$ cat src/rtl/instr_fetch_queue.sv
`default_nettype none
// +----------------------------------------------------------------------------+
// | Module      : instr_fetch_queue                                            |
// | Description : Instruction fetch front-end for the TPU core. Issues         |
// |               sequential word-address requests to instruction memory on a  |
// |               valid/ready channel and accepts in-order responses. Words    |
// |               are buffered in a prefetch FIFO and issued one per           |
// |               non-stalled cycle. NOP bubbles fill empty cycles. Supports   |
// |               start, flush/redirect and HALT (opcode 8'hFF).               |
// | Ports       : clk, rst              clock, sync active-high reset          |
// |               start, start_pc       begin fetching from IDLE/HALTED        |
// |               flush, flush_pc       discard buffered/in-flight, redirect   |
// |               stall                 core not consuming, hold output        |
// |               imem_req_*            request channel (valid/ready/addr)     |
// |               imem_rsp_*            in-order response channel              |
// |               instruction_out       registered instruction to the core    |
// |               issue_valid           instruction_out is a fetched word      |
// |               busy, halted          FETCH/DRAIN, HALTED status             |
// | Revision    : 1.0 - initial release                                        |
// +----------------------------------------------------------------------------+
module instr_fetch_queue #(
   parameter int          ADDR_W     = 16,
   parameter int          FIFO_DEPTH = 4,
   parameter logic [31:0] NOP_WORD   = 32'h0000_0000
) (
   input  logic              clk,
   input  logic              rst,
   input  logic              start,
   input  logic [ADDR_W-1:0] start_pc,
   input  logic              flush,
   input  logic [ADDR_W-1:0] flush_pc,
   input  logic              stall,
   output logic              imem_req_valid,
   input  logic              imem_req_ready,
   output logic [ADDR_W-1:0] imem_req_addr,
   input  logic              imem_rsp_valid,
   input  logic [31:0]       imem_rsp_data,
   output logic [31:0]       instruction_out,
   output logic              issue_valid,
   output logic              busy,
   output logic              halted
);

   localparam int                   c_ptr_w     = $clog2(FIFO_DEPTH);
   localparam int                   c_cnt_w     = c_ptr_w + 1;
   localparam logic [c_cnt_w-1:0]   c_cnt_one   = c_cnt_w'(1);
   localparam logic [c_cnt_w:0]     c_depth_ext = (c_cnt_w + 1)'(FIFO_DEPTH);
   localparam logic [c_ptr_w-1:0]   c_ptr_one   = c_ptr_w'(1);
   localparam logic [7:0]           c_halt_op   = 8'hFF;

   typedef enum logic [1:0] {
      S_IDLE   = 2'd0,
      S_FETCH  = 2'd1,
      S_DRAIN  = 2'd2,
      S_HALTED = 2'd3
   } state_t;

   state_t              state_q,       state_d;
   logic [ADDR_W-1:0]   pc_q,          pc_d;
   logic [c_ptr_w-1:0]  rd_ptr_q,      rd_ptr_d;
   logic [c_ptr_w-1:0]  wr_ptr_q,      wr_ptr_d;
   logic [c_cnt_w-1:0]  count_q,       count_d;
   logic [c_cnt_w-1:0]  inflight_q,    inflight_d;
   logic [c_cnt_w-1:0]  drop_q,        drop_d;
   logic [31:0]         instr_q,       instr_d;
   logic                issue_valid_q, issue_valid_d;
   logic [31:0]         fifo_mem_q [FIFO_DEPTH];

   logic flush_act, start_act, req_valid, accept;
   logic rsp_take, rsp_halt, push, pop;

   // Control decode
   always_comb begin
      flush_act = flush && (state_q == S_FETCH || state_q == S_DRAIN);
      start_act = start && !flush && (state_q == S_IDLE || state_q == S_HALTED);
      // Credit: outstanding plus buffered words never exceed the FIFO size,
      // so every response has a guaranteed slot.
      req_valid = (state_q == S_FETCH) && !flush &&
                  (({1'b0, inflight_q} + {1'b0, count_q}) < c_depth_ext);
      accept    = req_valid && imem_req_ready;
      rsp_take  = imem_rsp_valid && (inflight_q != '0);
      rsp_halt  = rsp_take && (drop_q == '0) && !flush_act &&
                  (imem_rsp_data[31:24] == c_halt_op);
      push      = rsp_take && (drop_q == '0) && !flush_act &&
                  (imem_rsp_data[31:24] != c_halt_op);
      pop       = !stall && !flush_act && (count_q != '0);
   end

   // Next-state computation
   always_comb begin
      state_d       = state_q;
      pc_d          = pc_q;
      rd_ptr_d      = rd_ptr_q;
      wr_ptr_d      = wr_ptr_q;
      count_d       = count_q;
      inflight_d    = inflight_q;
      drop_d        = drop_q;
      instr_d       = instr_q;
      issue_valid_d = issue_valid_q;

      if (accept && !rsp_take) begin
         inflight_d = inflight_q + c_cnt_one;
      end else if (!accept && rsp_take) begin
         inflight_d = inflight_q - c_cnt_one;
      end

      if (flush_act) begin
         // Every response still owed (after this cycle's one) is stale.
         drop_d = inflight_d;
      end else if (rsp_take && drop_q != '0) begin
         drop_d = drop_q - c_cnt_one;
      end else if (rsp_halt) begin
         // Younger responses, including a request accepted this very cycle,
         // belong to the dead path behind the HALT.
         drop_d = inflight_d;
      end

      if (flush_act) begin
         pc_d = flush_pc;
      end else if (start_act) begin
         pc_d = start_pc;
      end else if (accept) begin
         pc_d = pc_q + 1'b1;
      end

      if (flush_act) begin
         rd_ptr_d = '0;
         wr_ptr_d = '0;
         count_d  = '0;
      end else begin
         if (push) wr_ptr_d = wr_ptr_q + c_ptr_one;
         if (pop)  rd_ptr_d = rd_ptr_q + c_ptr_one;
         if (push && !pop) begin
            count_d = count_q + c_cnt_one;
         end else if (!push && pop) begin
            count_d = count_q - c_cnt_one;
         end
      end

      if (flush_act) begin
         instr_d       = NOP_WORD;
         issue_valid_d = 1'b0;
      end else if (!stall) begin
         instr_d       = pop ? fifo_mem_q[rd_ptr_q] : NOP_WORD;
         issue_valid_d = pop;
      end

      if (flush_act) begin
         state_d = S_FETCH;
      end else begin
         case (state_q)
            S_IDLE, S_HALTED: if (start_act) state_d = S_FETCH;
            S_FETCH:          if (rsp_halt)  state_d = S_DRAIN;
            S_DRAIN:          if (count_q == '0 && inflight_q == drop_q) state_d = S_HALTED;
            default:          state_d = S_IDLE;
         endcase
      end
   end

   always_ff @(posedge clk) begin
      if (rst) begin
         state_q       <= S_IDLE;
         pc_q          <= '0;
         rd_ptr_q      <= '0;
         wr_ptr_q      <= '0;
         count_q       <= '0;
         inflight_q    <= '0;
         drop_q        <= '0;
         instr_q       <= NOP_WORD;
         issue_valid_q <= 1'b0;
      end else begin
         state_q       <= state_d;
         pc_q          <= pc_d;
         rd_ptr_q      <= rd_ptr_d;
         wr_ptr_q      <= wr_ptr_d;
         count_q       <= count_d;
         inflight_q    <= inflight_d;
         drop_q        <= drop_d;
         instr_q       <= instr_d;
         issue_valid_q <= issue_valid_d;
      end
   end

   // Storage needs no reset: occupancy is tracked by the pointers/count.
   always_ff @(posedge clk) begin
      if (push && !rst) begin
         fifo_mem_q[wr_ptr_q] <= imem_rsp_data;
      end
   end

   assign imem_req_valid  = req_valid;
   assign imem_req_addr   = pc_q;
   assign instruction_out = instr_q;
   assign issue_valid     = issue_valid_q;
   assign busy            = (state_q == S_FETCH) || (state_q == S_DRAIN);
   assign halted          = (state_q == S_HALTED);

endmodule
`default_nettype wire

$ cat config.mk
export PLATFORM = sky130hd
export DESIGN_NAME = instr_fetch_queue
export DESIGN_NICKNAME = d
export VERILOG_FILES = /design/src/rtl/instr_fetch_queue.sv
export SDC_FILE = /design/constraint.sdc
export NUM_CORES = 1
export LEC_CHECK = 0
export ABC_CLOCK_PERIOD_IN_PS = 4400
export BUFFER_PORTS_ARGS = -buffer_cell sky130_fd_sc_hd__buf_4
export CORE_ASPECT_RATIO = 0.75
export CORE_MARGIN = 4
export CORE_UTILIZATION = 60
export CTS_CLUSTER_SIZE = 25
export DETAILED_ROUTE_END_ITERATION = 7
export HOLD_SLACK_MARGIN = 0.12
export PLACE_DENSITY = 0.91
export SLEW_MARGIN = 20
export SYNTH_ARGS = -nofsm -noshare
export SYNTH_HDL_FRONTEND = slang
export SYNTH_SLANG_ARGS = --single-unit
$ cat constraint.sdc
create_clock -name clk -period 4.4 [get_ports clk]
set_clock_uncertainty 0.15 [all_clocks]
set_input_delay 0 -clock clk [delete_from_list [all_inputs] [get_ports clk]]
set_output_delay 0 -clock clk [all_outputs]
set_load 0.1 [all_outputs]
==> metrics <==
Hold WS between 0.15 and 0.2 ns; CTS Root Cell clkbuf_16; CP max stage cell nor3_4; period utilization 0.926; max-cap violation count 0; final setup vio count 0; reg-to-reg endpoint imem_req_addr[4]; Die X 142 µm; WHS Endpoint fifo_mem_q[2][10]; Pre-Repair DR Iteration Count 6; Synth-to-Final Area Change 29.7%; port bufs 122; CP Launch Type flip-flop; via count ~6,500; Final Hold Viols 0; Final GP Congestion 0.879; Yosys top cell by area edfxtp_1; Syn Inst Count 579; Residual DRC 0; DR WL/cell 26.2 µm; Detail Route Antenna Nets 0; crit-path cells inv_1 > ha_1 > and2b_1 > nor3_4 > a211oi_1 > dlygate4sd3_1 > nor3_1 > dlygate4sd3_1; CP bufs+invs 3; highest achievable clock rate between 0.2 and 0.25 GHz; Critical Path AT between 4 and 5 ns; Slew Viols, Final 0; YS warnings 0; initial core utilization 0.618; Syn Area/Cell 13.9 µm²; endpoint class of the critical path flip-flop; share of layout cells above drive strength 1 0.263; WS Path Type reg2reg; Worst Reg-to-Reg Cells 8; Final Power 7.07 mW; highest-count cells in the layout ignoring fill and taps 128 x edfxtp_1, 126 x buf_4, 80 x dlygate4sd3_1; syn_nets ~670; Clk pin slew, worst setup/hold paths around 0.080 ns; Peak VDD IR between 0.0003 and 0.0004 V; grt ovf 0; Synth cell types a little under 60; Total Wirelength around 25,000 µm; All-Layer GR Usage 0.334; Cell Rows 36; TritonCTS clock tree built; Max clock buf depth 2; Setup TNS 0 ns; Async S/R FF share, synth 0; status completed; TritonCTS buffer count 17; sequential-to-total area share from yosys stat 0.640; fin nets about 860; CP required approximately 4.6 ns; die area 15,400 µm²; FF-to-FF Start state_q[0]; I/O pin count between 100 and 150; core area ~13,000 µm²; post_cts resized 0; RSZ-0062 raised after global routing false; HP Start imem_rsp_data[10]; power per cell area ~680 nW/µm²; initial antenna violation count 0; most common library cell in the layout ignoring fill and taps edfxtp_1; max_slew headroom 0.283; top cell type's share of synthesized area 0.477; CP max FO 23; LEAKAGE between 3 and 4 nW; Hold Path Class in2reg; Netlist Area Pre-Place 8070 µm²; peak per-stage delay on the critical path about 0.78 ns; H-tree depth 4; Main synth FF type edfxtp_1; die height 108 µm; number of global-route vias before repair 6,643; Via density between 6 and 7; first-pass GRT wire length around 38,000 µm; EDFF count, synth between 100 and 150; R2R setup slack 0.32 ns; critical path's top delay family simple AND/OR/NAND/NOR gates; top post-synthesis cells by area edfxtp_1 48%, dfxtp_1 16%, mux4_2 8.9%; most frequent CP cell dlygate4sd3_1; largest net degree at the start of global routing 44; initial DRC count roughly 1,200; Yosys reg bits ~190; dpl hpwl 12,300 µm; Clock Latency Late Sink roughly 0.44 ns; Sink Count just under 200; WHS Path Cells 2; Min Clock Period, post-route around 4 ns; n_diodes 0; actual slew at the worst max-slew pin between 1 and 1.5 ns
-- routing by layer --
layer	vias to the layer above	share of wire	GRT usage	wire (µm)
li1	2609	-	-	-
met1	3060	0.34	0.405	8540
met2	611	0.47	0.532	11900
met3	178	0.11	0.0999	2870
met4	0	0.069	0.206	1730
met5	-	0	0	0
-- synthesized netlist by cell type, drive strengths merged (2+ instances only) --
library cell / instances
nor2: 71
edfxtp: 128
nand2: 16
and4: 4
nand2b: 3
and2: 4
o211ai: 2
xor2: 10
a211o: 2
nor3: 12
a22oi: 34
buf: 8
nand4: 10
a21o: 5
a311oi: 3
ha: 16
nand3: 16
o21ai: 17
xnor2: 9
a211oi: 17
mux2: 2
nor4: 2
or4: 2
dfxtp: 66
nor4b: 2
clkbuf: 25
or3: 3
a21oi: 21
o2111ai: 2
nor2b: 4
inv: 14
mux4: 32
-- worst max-delay path by stage --
stage	startpoint	slack, ns	to	cells past startpoint
after floorplan	state_q[0]	1.59	count_q[2]	12
after global placement	state_q[0]	1.38	count_q[2]	11
after CTS	state_q[0]	0.52	imem_req_addr[2]	8
final	state_q[0]	0.32	imem_req_addr[4]	8
after global routing	state_q[0]	0.29	imem_req_addr[4]	8
after detailed placement	state_q[0]	1.20	count_q[2]	11
-- report_power, final --
| group | switching (mW) | internal (mW) | total [mW] | leakage (nW) |
|---|---|---|---|---|
| sequential | 0.364 | 2.20 | 2.56 | 1.69 |
| clock | 0.756 | 0.837 | 1.59 | 0.295 |
| combinational | 1.97 | 0.945 | 2.92 | 1.84 |
| total | 3.09 | 3.98 | 7.07 | 3.82 |
-- timing repair --
| action | 4_1_cts | 5_1_grt |
|---|---|---|
| setup buffers | 0 | 0 |
| endpoints found under the hold margin | 187 | 0 |
| hold buffers | 80 | 0 |
| endpoints found under the setup margin | 0 | 0 |
-- metrics by stage --
step,setup WS (ns),instance area [µm²],utilization,instances
after floorplan,1.59,8070,-,579
after global placement,1.38,9060,0.693,842
after detailed placement,1.20,9060,0.694,842
after CTS,0.522,10500,0.800,954
after global routing,0.294,10500,0.801,954
final,0.324,10500,0.801,954
-- registers in the layout, indices dropped and copies added, names as in the netlist, named ones only --
signal / flops
count_q: 3
drop_q: 3
fifo_mem_q: 128
imem_req_addr: 16
inflight_q: 3
instruction_out: 32
issue_valid: 1
rd_ptr_q: 2
state_q: 2
wr_ptr_q: 2
-- logic make-up after synthesis --
family / Yosys count / share of synthesized area
AO/OA/AOI/OAI: 112 / 0.0954
XOR/XNOR: 19 / 0.0206
adder cells (fa/ha/maj): 17 / 0.0273
buffers and inverters: 48 / 0.0292
flip-flops: 194 / 0.640
multiplexers: 35 / 0.0934
AND/OR/NAND/NOR: 154 / 0.0938
-- worst reg2reg max path, stage by stage (launching register included) --
cell and delay (ns):
dfxtp_1 0.40, inv_1 0.09, ha_1 0.36, and2b_1 0.56, nor3_4 0.79, a211oi_1 0.12, dlygate4sd3_1 0.62, nor3_1 0.29
dlygate4sd3_1 0.63
-- area by class of cell --
type,count,area [µm²]
repair buffers,206,1750
flip-flops and latches,194,5170
well taps,171,214
inverters,14,52.6
fillers,619,2600
clock buffers,19,453
multi-input cells,337,2690
clock inverters,13,140
Power figures use the tool's default switching activity.
